[src/rtl/fn_equiv_sweeper.sv]
`default_nettype none
// ============================================================================
//  Module      : fn_equiv_sweeper
//  Description : Exhaustive equivalence sweeper for two combinational function
//                units. It drives every N-bit vector on vec, waits SETTLE
//                extra cycles, compares f_in against g_in, and reports the
//                mismatch count, the first mismatching vector and status.
//  Revision    : 1.0 - initial release
// ============================================================================
module fn_equiv_sweeper #(
    parameter int N      = 5,
    parameter int SETTLE = 0
) (
    input  logic         clk,
    input  logic         rst_n,
    input  logic         start,
    input  logic         abort,
    input  logic         stop_on_err,
    input  logic         f_in,
    input  logic         g_in,
    output logic [N-1:0] vec,
    output logic         busy,
    output logic         done,
    output logic         err_seen,
    output logic [N:0]   err_cnt,
    output logic [N-1:0] first_err_vec
);

    // A zero SETTLE still needs a one-bit counter so the compare test stays uniform.
    localparam int              SW            = (SETTLE > 0) ? $clog2(SETTLE + 1) : 1;
    localparam logic [SW-1:0]   C_SETTLE_LAST = SW'(SETTLE);
    localparam logic [N-1:0]    C_VEC_LAST    = '1;

    typedef enum logic [1:0] {
        S_IDLE = 2'd0,
        S_RUN  = 2'd1,
        S_DONE = 2'd2
    } state_t;

    state_t         state_q, state_d;
    logic [N-1:0]   vec_q, vec_d;
    logic [N:0]     err_cnt_q, err_cnt_d;
    logic           err_seen_q, err_seen_d;
    logic [N-1:0]   first_q, first_d;
    logic [SW-1:0]  settle_q, settle_d;
    logic           stop_q, stop_d;
    logic           w_cmp;
    logic           w_mis;

    // Mismatch is only meaningful on the last hold cycle of a vector in RUN;
    // gating here keeps X on the unit outputs from leaking in at other times.
    assign w_cmp = (state_q == S_RUN) && (settle_q == C_SETTLE_LAST);
    assign w_mis = w_cmp && (f_in ^ g_in);

    // Next-state and datapath update for the sweep sequencer.
    always_comb begin
        state_d    = state_q;
        vec_d      = vec_q;
        err_cnt_d  = err_cnt_q;
        err_seen_d = err_seen_q;
        first_d    = first_q;
        settle_d   = settle_q;
        stop_d     = stop_q;

        case (state_q)
            S_IDLE: begin
                if (start && !abort) begin
                    state_d    = S_RUN;
                    vec_d      = '0;
                    err_cnt_d  = '0;
                    err_seen_d = 1'b0;
                    first_d    = '0;
                    settle_d   = '0;
                    stop_d     = stop_on_err;
                end
            end

            S_RUN: begin
                if (abort) begin
                    // Abort wins over any compare this cycle; results freeze as-is.
                    state_d = S_IDLE;
                end else if (settle_q != C_SETTLE_LAST) begin
                    settle_d = settle_q + SW'(1);
                end else begin
                    if (w_mis) begin
                        err_cnt_d  = err_cnt_q + (N+1)'(1);
                        err_seen_d = 1'b1;
                        if (!err_seen_q) begin
                            first_d = vec_q;
                        end
                    end
                    settle_d = '0;
                    // vec stays on the final vector at exit rather than wrapping.
                    if ((vec_q == C_VEC_LAST) || (w_mis && stop_q)) begin
                        state_d = S_DONE;
                    end else begin
                        vec_d = vec_q + N'(1);
                    end
                end
            end

            S_DONE: begin
                state_d = S_IDLE;
            end

            default: begin
                state_d = S_IDLE;
            end
        endcase
    end

    // State and result registers with synchronous active-low reset.
    always_ff @(posedge clk) begin
        if (!rst_n) begin
            state_q    <= S_IDLE;
            vec_q      <= '0;
            err_cnt_q  <= '0;
            err_seen_q <= 1'b0;
            first_q    <= '0;
            settle_q   <= '0;
            stop_q     <= 1'b0;
        end else begin
            state_q    <= state_d;
            vec_q      <= vec_d;
            err_cnt_q  <= err_cnt_d;
            err_seen_q <= err_seen_d;
            first_q    <= first_d;
            settle_q   <= settle_d;
            stop_q     <= stop_d;
        end
    end

    assign vec           = vec_q;
    assign busy          = (state_q == S_RUN);
    assign done          = (state_q == S_DONE);
    assign err_seen      = err_seen_q;
    assign err_cnt       = err_cnt_q;
    assign first_err_vec = first_q;

endmodule
`default_nettype wire
[config.mk]
export PLATFORM = sky130hd
export DESIGN_NAME = fn_equiv_sweeper
export DESIGN_NICKNAME = d
export VERILOG_FILES = /design/src/rtl/fn_equiv_sweeper.sv
export SDC_FILE = /design/constraint.sdc
export NUM_CORES = 1
export LEC_CHECK = 0
export CORE_MARGIN = 3
export CORE_UTILIZATION = 46
export DETAILED_ROUTE_END_ITERATION = 10
export GPL_TIMING_DRIVEN = 0
export MAX_ROUTING_LAYER = met4
export PLACE_DENSITY = 0.86
export SLEW_MARGIN = 20
export SYNTH_ARGS = -nofsm -noshare
export SYNTH_HDL_FRONTEND = slang
export SYNTH_SLANG_ARGS = --single-unit
export TNS_END_PERCENT = 50
[constraint.sdc]
create_clock -name clk -period 1.9 [get_ports clk]
set_input_delay 0.475 -clock clk [delete_from_list [all_inputs] [get_ports clk]]
set_output_delay 0.475 -clock clk [all_outputs]
set_load 0.01 [all_outputs]
Word level (Yosys, flattened, before mapping)

Cells that the tools add are included.

Register bits: 21
Input bits: 7
Logic and storage cells: 65

Add/subtract/negate cells: 3
Eq/ne operators: 11
Muxes and demuxes: 28
Bitwise gates (word level): 2
Reductions and logical operators: 14

Operators by type and width:

| cell                                           | count |
|---|---|
| two-way mux 5 bit                              | 8 |
| two-way mux 6 bit                              | 4 |
| case mux 5 bit (2 select lines)                | 2 |
| case mux 6 bit (2 select lines)                | 1 |
| != test 2 bit (second input constant)          | 5 |
| AND reduction 5 bit                            | 2 |
| two-way mux 2 bit                              | 4 |
| adder 6 x 1 -> 6 bit (second input constant)   | 1 |
| two-way mux 1 bit                              | 6 |
| AND reduction 3 bit                            | 2 |
| AND reduction 6 bit                            | 1 |
| adder 5 x 1 -> 5 bit (second input constant)   | 1 |
| == test 5 bit (second input constant)          | 1 |
| logical AND 1 bit                              | 4 |
| case mux 1 bit (2 select lines)                | 2 |
| case mux 2 bit (2 select lines)                | 1 |
| != test 3 x 2 -> 1 bit (second input constant) | 1 |
| != test 3 bit (second input constant)          | 1 |
| == test 2 x 1 -> 1 bit (second input constant) | 1 |
| == test 2 bit (second input constant)          | 1 |
| zero test 2 bit                                | 1 |
| != test 2 x 1 -> 1 bit (second input constant) | 1 |
| AND reduction 2 bit                            | 1 |
| nonzero test 2 bit                             | 1 |
| 5 further kinds                                | 5 |

Depth between registers and ports, before layout

Word-level depth: 9
Gate-level depth with buffers: 6
Mapped depth without buffers: 6

Worst setup path after synthesis

OpenSTA, ideal clock, no wires.

Kind: input to register
Start: in abort
End: reg err_cnt_q[5] (netlist: err_cnt[5])
Setup time: 119 ps
Arrival: 1,526 ps
Path slack: 255 ps
Stages on the path: 5
Path buffers: 1
Cells stage by stage: or4b_2 -> clkbuf_8 -> and3_1 -> o21ai_0 -> nand2_1

Cells in the longest elaborated chain, start to end: 4
Elaborated cells between the ends (all ways): 5
Those cells by class: eq/ne: 2; reduce/logical: 3

RTL lines:

| element                                  | line | text |
|---|---|---|
| from (decl)                              | 17   | `input logic abort,` |
| zero test 1 bit                          | 67   | `if (start && !abort) begin` |
| logical AND 1 bit                        | 67   |  |
| != test 2 bit (no source line)           | --   |  |
| AND reduction 5 bit (no source line) (*) | --   |  |
| to (signal assigned)                     | 125  | `err_cnt_q <= err_cnt_d;` |
| to (decl)                                | 42   | `logic [N:0] err_cnt_q, err_cnt_d;` |

Every way passes the cells marked *; elsewhere a longest branch is shown, timed or not.
A chain may end at the register's enable or synchronous reset.

Worst setup path after layout

Start: in f_in
End: reg err_cnt_q[4] (netlist: err_cnt[4])

Cells in the longest elaborated chain, start to end: 4

RTL lines:

| element                                 | line | text |
|---|---|---|
| from (decl)                             | 19   | `input logic f_in,` |
| XOR 1 bit                               | 53   | `assign w_mis = w_cmp && (f_in ^ g_in);` |
| logical AND 1 bit                       | 53   |  |
| != test 2 x 1 -> 1 bit (no source line) | --   |  |
| AND reduction 5 bit (no source line)    | --   |  |

Every way passes these cells.

==> impl_metrics.csv <==
group,metric,value,unit
outcome,status,"finished clean",
layout,nNetsFinal,150,
route,vias,944,
global_routing,grt_max_degree,13,
sta,setup_ws,0.0659,ns
pwr,leakage,0.502,nW
die,die_x,51.6,um
clocking,clock_path_buffers,2,
logic_synthesis,yosys-top-cells-count,"dfxtp_1, nand2_1, a21oi_1, nand3_1, nor2_1",
sta,fmax,545,MHz
placement,dpl_worst_slack,-0.429,ns
logic_synthesis,synth.top_cells.by_area,"dfxtp_1, nand2_1, a21oi_1",
die,io_pins,26,
sta,worst_slew_pin_slew,0.467,ns
sta,skew,0.0106,ns
logic_synthesis,ys_seq_elements,20,
layout,drive_above_1_share,0.137,
logic_synthesis,avgSynthCellArea,8.78,um^2
logic_synthesis,yosysUniqueCellTypes,35,
die,design.core.area,1840,um^2
logic_synthesis,syn-instance-count,109,
route,drcViolationCount,0,
die,fp.dieH,51.6,um
route,drtIter0Drc,27,
clocking,cts_tree,"done",
layout,syn_to_final_growth,38.7,%
logic_synthesis,yosys_warnings,0,
setup_path,r2r-start,"vec[0]",
setup_path,crit_required,2.15,ns
clocking,cts_num_sinks,20,
setup_path,r2r_setup_slack,0.21,ns
clocking,cts_root_buffer,"clkbuf_4",
clocking,clk_latency,0.31,ns
setup_path,endpoint,"err_cnt[4]",
placement,dp.cells,158,
global_routing,grt_pass1_vias,877,
sta,slew_headroom,0.689,
sta,finalMaxSlewViolations,0,
sta,finalCritPeriodShare,0.965,
clocking,path_clk_slew,0.12,ns
route,drtPass1Iterations,5,
route,wl_per_cell,14.1,um
pwr,power.switching,190,uW
logic_synthesis,synthArstFlopShare,0,
logic_synthesis,synth_area_leader_cell,"dfxtp_1",
global_routing,overflow,0,
setup_path,start_kind,"input port",
die,die_area,2660,um^2
logic_synthesis,synth-seq-area-share,0.418,
run,drv_cap,0,
logic_synthesis,synth.cell_area,957,um^2
logic_synthesis,synth_nets,119,
global_routing,grt_use_total,0.199,
setup_path,crit_type,"in -> reg",
placement,port_buffers,24,
global_routing,antenna_found_initial,0,
logic_synthesis,synth_edf_count,0,
pwr,power.density,656,nW/um^2
clocking,cts_max_level,1,
placement,gp_congestion,0.822,
route,routed_wl,2310,um
min_path,hold_class,"in -> reg",
clocking,cts_buffers,3,
layout,instances_no_fill,164,
logic_synthesis,netlist.area_leader.share,0.418,
pwr,p_int,680,uW
layout,fillCellCount,145,
setup_path,r2r_end,"vec[0]",
pwr,pwr-share-comb,0.108,
die,start_util,0.520,
pwr,clockPowerShare,0.397,
sta,setup_viol,0,
placement,hpwl,1660,um
route,ant_nets,0,
die,core.rowCount,15,
pwr,ir_drop,0.584,mV
layout,diodes,0,
sta,fin_tns_setup,0,ns
pwr,p_sw_frac,0.219,
sta,hold_viol_final,0,
global_routing,grt_pass1_wl,3950,um
pwr,pwr-share-seq,0.495,
setup_path,cp-end-kind,"flop",
setup_path,crit_path_start,"f_in",
logic_synthesis,ys.flop_type,"dfxtp_1",
setup_path,r2r_cells,6,
logic_synthesis,synth_most_common_cell,"dfxtp_1",
route,viasPerCell,5.76,
layout,utilization,0.722,
setup_path,critPathArrivalTime,2.09,ns
setup_path,cp_max_fo,9,
sta,min_period,1.83,ns
power groups by stage:
stage / logic [mW] / clock network, mW / registers, mW
after CTS: 0.0903 / 0.351 / 0.430
after floorplan: 0.0476 / 0 / 0.439
after global routing: 0.101 / 0.368 / 0.432
after detailed placement: 0.0808 / 0 / 0.439
final: 0.0938 / 0.346 / 0.431
after global placement: 0.0786 / 0 / 0.439
how the worst min path moves through the flow:
| stage | start | end | slack, ns | depth (start not counted) |
|---|---|---|---|---|
| floorplan | first_err_vec[0] | first_err_vec[0] | 0.49 | 2 |
| global placement | first_err_vec[2] | first_err_vec[2] | 0.46 | 2 |
| detailed placement | first_err_vec[3] | first_err_vec[3] | 0.46 | 2 |
| CTS | rst_n | err_cnt[4] | 0.45 | 3 |
| global route | rst_n | err_cnt[4] | 0.45 | 3 |
| finish | rst_n | err_cnt[4] | 0.46 | 3 |
stage by stage:
stage,hold slack (ns),power (mW),area (um^2)
after floorplan,0.492,0.487,957
after global placement,0.455,0.517,1230
after detailed placement,0.461,0.520,1230
after CTS,0.449,0.871,1310
after global routing,0.452,0.902,1330
final,0.456,0.870,1330
registers in the layout, indices dropped and copies added, names as in the netlist:
| name | count |
|---|---|
| state_q | 2 |
| vec | 5 |
| first_err_vec | 5 |
| err_cnt | 6 |
| err_seen | 1 |
| stop_q | 1 |
cell families after synthesis:
kind of cell,Yosys count,share of synthesized area
AOI/OAI and AO/OA,25,0.180
adders and majority gates,3,0.0392
xor gates and xnor gates,1,0.0170
DFF,20,0.418
and+or+nand+nor,49,0.269
buffers and inverters,9,0.0536
muxes,2,0.0222
cell usage in the layout (no fill, tap or decap), types with 3 or more instances in the layout:
cell type	synthesis	routed
ha_1	3	3
a31oi_1	3	3
inv_1	5	4
o21ai_0	3	3
dfxtp_1	20	19
nand3_1	10	10
clkbuf_4	0	3
and3_1	4	4
nand2_1	14	14
a21oi_1	10	9
clkdlybuf4s50_1	0	21
nor2_1	6	5
timing repair:
action	in CTS	in global routing
hold buffers	0	0
setup endpoints to repair	7	4
gates resized for setup	7	5
setup buffers	2	0
pin swaps	1	0
critical path, stage by stage:
cell             delay, ns
clkdlybuf4s50_1       0.57
xor2_4                0.27
o211ai_4              0.15
or4_1                 0.48
a21oi_1               0.14
cell type report:
class,count,area [um^2],area share
Multi-Input combinational cell,80,534,0.402
Sequential cell,20,402,0.303
Timing Repair Buffer,26,255,0.192
Buffer,4,33.8,0.0254
Tap cell,25,31.3,0.0236
Clock inverter,1,30.0,0.0226
Clock buffer,3,22.5,0.0170
Inverter,5,18.8,0.0141
layer usage:
layer | vias up | wire (um) | track usage
met1 | 432 | 1000 | 0.242
met4 | 0 | 26 | 0.0437
met2 | 41 | 1140 | 0.333
li1 | 465 | - | -
met3 | 6 | 137 | 0.0516
met5 | - | 0 | -
Power figures use the tool's default switching activity.
